**src/rtl/mem_port_arbiter.sv**
```systemverilog
// mem_port_arbiter: shares one 32-bit memory port between instruction fetch and the LSU.
// One transaction is in flight at a time (IDLE -> REQ -> RESP). The LSU has fixed priority,
// but after MAX_LS_STREAK back-to-back LSU grants with fetch waiting, fetch wins once.
//
// Optional build macro: MEM_ARB_TIMEOUT_EN adds a response watchdog. After TIMEOUT_CYCLES
// cycles in RESP without mem_rvalid, the owner gets an error response (err = 1, rdata = 0).
//
// Ports:
//   clk, resetn                  clock, asynchronous active-low reset
//   if_req/if_addr               fetch read request; if_gnt accepts it (IDLE only)
//   if_rvalid/if_rdata/if_err    fetch response, 1-cycle pulse
//   ls_req/we/addr/wdata/wstrb   LSU request; ls_gnt accepts it (IDLE only)
//   ls_rvalid/ls_rdata/ls_err    LSU response/ack, 1-cycle pulse (rdata = 0 for writes)
//   mem_req/we/addr/wdata/wstrb  memory request, held stable until mem_gnt
//   mem_gnt, mem_rvalid/rdata    memory handshake and response
//   busy                         transaction in flight
module mem_port_arbiter #(
  parameter int unsigned MAX_LS_STREAK  = 4,
  parameter int unsigned TIMEOUT_CYCLES = 64
) (
  input  logic        clk,
  input  logic        resetn,
  input  logic        if_req,
  input  logic [31:0] if_addr,
  output logic        if_gnt,
  output logic        if_rvalid,
  output logic [31:0] if_rdata,
  output logic        if_err,
  input  logic        ls_req,
  input  logic        ls_we,
  input  logic [31:0] ls_addr,
  input  logic [31:0] ls_wdata,
  input  logic [3:0]  ls_wstrb,
  output logic        ls_gnt,
  output logic        ls_rvalid,
  output logic [31:0] ls_rdata,
  output logic        ls_err,
  output logic        mem_req,
  output logic        mem_we,
  output logic [31:0] mem_addr,
  output logic [31:0] mem_wdata,
  output logic [3:0]  mem_wstrb,
  input  logic        mem_gnt,
  input  logic        mem_rvalid,
  input  logic [31:0] mem_rdata,
  output logic        busy
);

  if (MAX_LS_STREAK == 0 || MAX_LS_STREAK > 15 || TIMEOUT_CYCLES == 0) begin : g_bad_param
    $error("mem_port_arbiter: illegal parameter value");
  end

  localparam logic [3:0] StreakMax = 4'(MAX_LS_STREAK);

  typedef enum logic [1:0] {StIdle, StReq, StResp} state_e;

  state_e      state_q, state_d;
  logic        owner_ls_q, owner_ls_d;
  logic        we_q, we_d;
  logic [31:0] addr_q, addr_d;
  logic [31:0] wdata_q, wdata_d;
  logic [3:0]  wstrb_q, wstrb_d;
  logic [3:0]  streak_q, streak_d;
  logic        rsp_fire;
  logic        rsp_err;
  logic [31:0] rsp_data;
  logic        ls_win, if_win;

`ifdef MEM_ARB_TIMEOUT_EN
  localparam int unsigned TmoW = $clog2(TIMEOUT_CYCLES) + 1;
  localparam logic [TmoW-1:0] TmoLast = TmoW'(TIMEOUT_CYCLES - 1);
  logic [TmoW-1:0] tmo_q, tmo_d;
`endif

  // Fetch overrides the LSU only once the LSU has used up its streak while fetch waited.
  // Grants are held off while reset is asserted so every output reads 0 in reset.
  assign ls_win = resetn && ls_req && !(if_req && (streak_q == StreakMax));
  assign if_win = resetn && if_req && !ls_win;

  always_comb begin
    state_d    = state_q;
    owner_ls_d = owner_ls_q;
    we_d       = we_q;
    addr_d     = addr_q;
    wdata_d    = wdata_q;
    wstrb_d    = wstrb_q;
    streak_d   = streak_q;
    rsp_fire   = 1'b0;
    rsp_err    = 1'b0;
    rsp_data   = 32'h0;
    if_gnt     = 1'b0;
    ls_gnt     = 1'b0;
`ifdef MEM_ARB_TIMEOUT_EN
    tmo_d      = tmo_q;
`endif
    case (state_q)
      StIdle: begin
        if (ls_win) begin
          ls_gnt     = 1'b1;
          owner_ls_d = 1'b1;
          we_d       = ls_we;
          addr_d     = ls_addr;
          wdata_d    = ls_wdata;
          wstrb_d    = ls_wstrb;
          // Streak only grows while fetch is actually waiting; saturates at the limit.
          if (!if_req) begin
            streak_d = 4'd0;
          end else if (streak_q != StreakMax) begin
            streak_d = streak_q + 4'd1;
          end
          state_d = StReq;
        end else if (if_win) begin
          if_gnt     = 1'b1;
          owner_ls_d = 1'b0;
          we_d       = 1'b0;
          addr_d     = if_addr;
          wdata_d    = 32'h0;
          wstrb_d    = 4'hF;
          streak_d   = 4'd0;
          state_d    = StReq;
        end
      end
      StReq: begin
        // A stray mem_rvalid here belongs to nothing we issued and is dropped.
        if (mem_gnt) begin
          state_d = StResp;
`ifdef MEM_ARB_TIMEOUT_EN
          tmo_d   = '0;
`endif
        end
      end
      StResp: begin
        if (mem_rvalid) begin
          rsp_fire = 1'b1;
          rsp_data = we_q ? 32'h0 : mem_rdata;
          state_d  = StIdle;
`ifdef MEM_ARB_TIMEOUT_EN
        end else if (tmo_q == TmoLast) begin
          rsp_fire = 1'b1;
          rsp_err  = 1'b1;
          state_d  = StIdle;
        end else begin
          tmo_d = tmo_q + 1'b1;
`endif
        end
      end
      default: state_d = StIdle;
    endcase
  end

  always_ff @(posedge clk or negedge resetn) begin
    if (!resetn) begin
      state_q    <= StIdle;
      owner_ls_q <= 1'b0;
      we_q       <= 1'b0;
      addr_q     <= 32'h0;
      wdata_q    <= 32'h0;
      wstrb_q    <= 4'h0;
      streak_q   <= 4'd0;
      if_rvalid  <= 1'b0;
      if_rdata   <= 32'h0;
      ls_rvalid  <= 1'b0;
      ls_rdata   <= 32'h0;
    end else begin
      state_q    <= state_d;
      owner_ls_q <= owner_ls_d;
      we_q       <= we_d;
      addr_q     <= addr_d;
      wdata_q    <= wdata_d;
      wstrb_q    <= wstrb_d;
      streak_q   <= streak_d;
      if_rvalid  <= rsp_fire && !owner_ls_q;
      if_rdata   <= (rsp_fire && !owner_ls_q) ? rsp_data : 32'h0;
      ls_rvalid  <= rsp_fire && owner_ls_q;
      ls_rdata   <= (rsp_fire && owner_ls_q) ? rsp_data : 32'h0;
    end
  end

`ifdef MEM_ARB_TIMEOUT_EN
  always_ff @(posedge clk or negedge resetn) begin
    if (!resetn) begin
      tmo_q  <= '0;
      if_err <= 1'b0;
      ls_err <= 1'b0;
    end else begin
      tmo_q  <= tmo_d;
      if_err <= rsp_fire && rsp_err && !owner_ls_q;
      ls_err <= rsp_fire && rsp_err && owner_ls_q;
    end
  end
`else
  assign if_err = 1'b0;
  assign ls_err = 1'b0;
  logic unused_rsp_err;
  assign unused_rsp_err = rsp_err;
`endif

  assign mem_req   = (state_q == StReq);
  assign mem_we    = we_q;
  assign mem_addr  = addr_q;
  assign mem_wdata = wdata_q;
  assign mem_wstrb = wstrb_q;
  assign busy      = (state_q != StIdle);

endmodule

```
**config.mk**
```make
export PLATFORM = sky130hd
export DESIGN_NAME = mem_port_arbiter
export DESIGN_NICKNAME = d
export VERILOG_FILES = /design/src/rtl/mem_port_arbiter.sv
export SDC_FILE = /design/constraint.sdc
export NUM_CORES = 1
export LEC_CHECK = 0
export ABC_AREA = 1
export BUFFER_PORTS_ARGS = -buffer_cell sky130_fd_sc_hd__buf_2
export CAP_MARGIN = 20
export CORE_MARGIN = 5
export CORE_UTILIZATION = 50
export DETAILED_ROUTE_END_ITERATION = 7
export PLACE_DENSITY_LB_ADDON = 0.25
export SYNTH_ARGS = -nofsm -noshare
export SYNTH_HDL_FRONTEND = slang
export SYNTH_SLANG_ARGS = --single-unit
```
**constraint.sdc**
```tcl
create_clock -name clk -period 3.3 [get_ports clk]
set_input_delay 0.99 -clock clk [delete_from_list [all_inputs] [get_ports clk]]
set_output_delay 0.99 -clock clk [all_outputs]
set_load 0.01 [all_outputs]
```
==> impl_summary.md <==
Outcome
The run finished with clean final reports.

Routing
The pre-antenna-repair detailed-routing pass consisted of 4 iterations. The uppermost layer routed is met4. In the routed design, unresolved DRC markers number 0. In the routed layout, each cell is associated on average with a via count of 4.850. Detailed routing inserted a total of 5286 vias. The detailed-routed wire length on met2 is 7894 um. The wire length on met3 is 1389 um.

In the final routing, the length of wire on met1 measures 6550 um. Dividing the detail-routed wire length by the instance count gives 14.98 um. The number of nets with antenna violations after detailed routing is 0. The number of DRC markers in iteration 0 is 445.

The routed design has 16330 um of wire.

STA
Setup violations remaining at the end of the flow were counted as 0. The post-layout minimum cycle time is 2.860 ns. For the pin with the worst max-slew slack, the measured transition is 0.7592 ns.

The maximum clock rate is 349.6 MHz. The total count of max-transition violations in the final report is 0. Setup total negative slack on the finished layout was measured at 0 ns. The hold violation count in the final report is 0. The clock tree skew after final layout is 0.008626 ns. The headroom to the max-slew limit is 0.4919. The final critical-path share of the clock period is 0.8667. Setup repair after global routing left no endpoint under its margin.

Clocking
Post-CTS timing repair inserted 0 buffers for setup. The total number of clock tree sinks is 142. The clock insertion delay at the later pin of the skew report is 0.41 ns.

TritonCTS built the clock tree. CTS built an H-tree with a depth of 4. Clock-pin slew was measured on the worst setup and hold paths at 0.06 ns.

The quantity of hold-fixing buffers added after cts is 0. The post-CTS resize count is 0. In this run the deepest clock path goes through 2 buffers. The number of clock buffers added by TritonCTS is 17. The root buffer cell chosen for the clock tree is sky130_fd_sc_hd__clkbuf_16.

Power
The internal power is 4.188 mW. Across the VDD grid, the largest voltage drop is 0.5579 mV. The share of total power dissipated in combinational logic is 0.301. The net switching power is 2.210 mW. The switching part of the total power is 0.3454. The analysis attributes to cell leakage a power of 4.742 nW. The share of total power dissipated in sequential elements is 0.386. The power density relative to cell area is 803.8 nW/um^2. The fraction of power consumed by the clock network is 0.312.

Worst hold path
The path class of the lowest-slack min-delay path is flop to flop.

Final layout
For this run, the share of the core covered by cells in the final layout is 0.6942. The antenna diode instance count is 0. The layout overhead on the synthesized area is 35.51%. In the final design database the tool counted 1075 nets. In the final layout, the share of cells above drive strength 1 is 0.3506.

Floorplanning
The die covers 14020 sq um. The floorplan has 39 rows. The floorplan core area is 11470 sq um. The effective utilization at floorplan is 0.5123. The width of the die is 118.4 um. 280 I/O pins were placed. Measured along the y axis, the die boundary spans 118.4 um.

Critical path
The critical path arrival is 1.87 ns. The highest-delay cell along the critical path is sky130_fd_sc_hd__nand2_4. The maximum fanout count along the critical path is 13.

On the worst path, the slowest cell contributes a delay of 0.17 ns. The classification of the worst setup path is input pin to output pin. Data on the critical path is required at its endpoint by 2.31 ns. Traced cell by cell, the critical path runs through buf_2 > inv_2 > nor2_1 > nand2_2 > nand2_4 > nand3_1 > nor2_1 > buf_2. The kind of capture point of the worst setup path is an output pin. The nature of the critical path startpoint is an input pin.

Place
The congestion estimate from routability-driven global placement came to 0.8023. The number of port buffers is 277. The half-perimeter wire length after placement is 11430 um.

Synth
Averaged over all synthesized cells, the footprint is 8.794 sq um. The number of warnings issued by yosys is 0. The commonest cells after synthesis are sky130_fd_sc_hd__nand2_1, sky130_fd_sc_hd__dfrtp_1, sky130_fd_sc_hd__inv_1, sky130_fd_sc_hd__nand3_1, sky130_fd_sc_hd__nor2_1. After synthesis, the share of flip-flops with an asynchronous set or reset is 1.000.

The cell count after synthesis came out at 668. The number of enable flip-flop cells after synthesis is 0. After synthesis, the cell types taking the most area are sky130_fd_sc_hd__dfrtp_1, sky130_fd_sc_hd__nand2_1, sky130_fd_sc_hd__nand3_1. The most common cell in the netlist is sky130_fd_sc_hd__nand2_1. Synthesis instantiated 27 different standard cells from the library. After synthesis the cells add up to 5874 sq um. The portion of synthesized cell area occupied by the leading cell type is 0.6049. The number of flip-flops and latches in the synthesized netlist is 142. The dominant register cell in the synthesized netlist is sky130_fd_sc_hd__dfrtp_1.

The cell type contributing the most total cell area after synthesis is sky130_fd_sc_hd__dfrtp_1. The post-synthesis sequential area ratio is 0.6049.

Global route
The maximum number of pins on one net before global-route repair is 84. The number of antenna violations at the first check in global routing is 0. The first global-routing pass estimated 26200 um of wire. Summed over all layers, the global routing overflow is 0. In the global route stage, overall resource usage came out at 0.2319. The via count of the first global-routing pass is 5187.

Job
The tool flagged a number of max-cap violations equal to 0.
==> cell type report <==
cell class                      instances  area [sq um]
Fill cell                             923          3507
Clock buffer                           19         442.9
Timing Repair Buffer                  290          1510
Multi-Input combinational cell        405          1797
Clock inverter                         13         185.2
Inverter                               78         292.8
Tap cell                              143         178.9
Sequential cell                       142          3553
==> cell families (layout without fill, tap and decap cells) <==
family / Yosys count / after routing / share of synthesized area
AOI/OAI and AO/OA: 84 / 84 / 0.07263
xor gates and xnor gates: 1 / 1 / 0.001491
adders and majority gates: 2 / 2 / 0.004259
buffers and inverters: 122 / 400 / 0.09158
DFF: 142 / 142 / 0.6049
other: 1 / 2 / 0.0006384
and+or+nand+nor: 316 / 316 / 0.2245
==> state kept, by name (all words and copies together) (netlist names) <==
| signal | count |
|---|---|
| if_rdata | 32 |
| ls_rdata | 32 |
| mem_addr | 32 |
| mem_wdata | 32 |
| mem_wstrb | 4 |
| streak_q | 4 |
| state_q | 2 |
| if_rvalid | 1 |
| ls_rvalid | 1 |
| mem_we | 1 |
| owner_ls_q | 1 |
==> power by group through the flow <==
stage / registers [mW] / clock network [mW] / logic, mW
after CTS: 2.47 / 2.02 / 1.95
after global placement: 2.50 / 0 / 1.90
after detailed placement: 2.48 / 0 / 1.94
after floorplan: 2.69 / 0 / 0.870
after global routing: 2.53 / 2.11 / 2.14
final: 2.47 / 2.00 / 1.93
==> critical path, delay by kind of cell <==
family        cells  cell delay [ns]
simple gates      5             0.54
buf+inv           3             0.34
==> worst paths after layout <==
kind	to	slack, ns	cells after the start	startpoint
max	if_gnt	0.44	8	if_req
max reg2reg	mem_wstrb[1]	1.27	6	state_q[1]
min in group asynchronous	mem_addr[7]	0.56	2	resetn
min reg2reg	mem_addr[0]	0.48	2	mem_addr[0]
min	mem_addr[0]	0.48	2	mem_addr[0]
max in group asynchronous	state_q[0]	1.67	4	resetn
==> stage by stage <==
| stage | hold slack [ns] | setup WS [ns] | cells | cell area [sq um] | total power [mW] |
|---|---|---|---|---|---|
| floorplan | 0.5166 | 0.5450 | 669 | 5878 | 3.561 |
| global placement | 0.4670 | 0.3897 | 1057 | 7305 | 4.399 |
| detailed placement | 0.4707 | 0.4199 | 1057 | 7305 | 4.422 |
| CTS | 0.4848 | 0.4158 | 1089 | 7933 | 6.441 |
| global route | 0.5147 | 0.2714 | 1090 | 7960 | 6.783 |
| finish | 0.4803 | 0.4400 | 1090 | 7960 | 6.399 |
==> layout by cell type, fill, tap and decap left out, drive strengths merged, types with 4 or more instances in the layout <==
cell type | netlist | layout
dfrtp | 142 | 142
bufinv | 0 | 4
clkinv | 1 | 6
nor2 | 69 | 69
nor3 | 5 | 5
nand3 | 68 | 68
buf | 25 | 290
clkbuf | 19 | 19
inv | 77 | 79
nand2 | 172 | 172
o21ai | 81 | 81
==> layer usage <==
| metal | GRT usage | vias to the layer above |
|---|---|---|
| met3 | 0.06925 | 35 |
| met5 | 0 | - |
| met1 | 0.2966 | 2407 |
| met2 | 0.3688 | 239 |
| li1 | - | 2605 |
| met4 | 0.09993 | 0 |
Power figures use the tool's default switching activity.
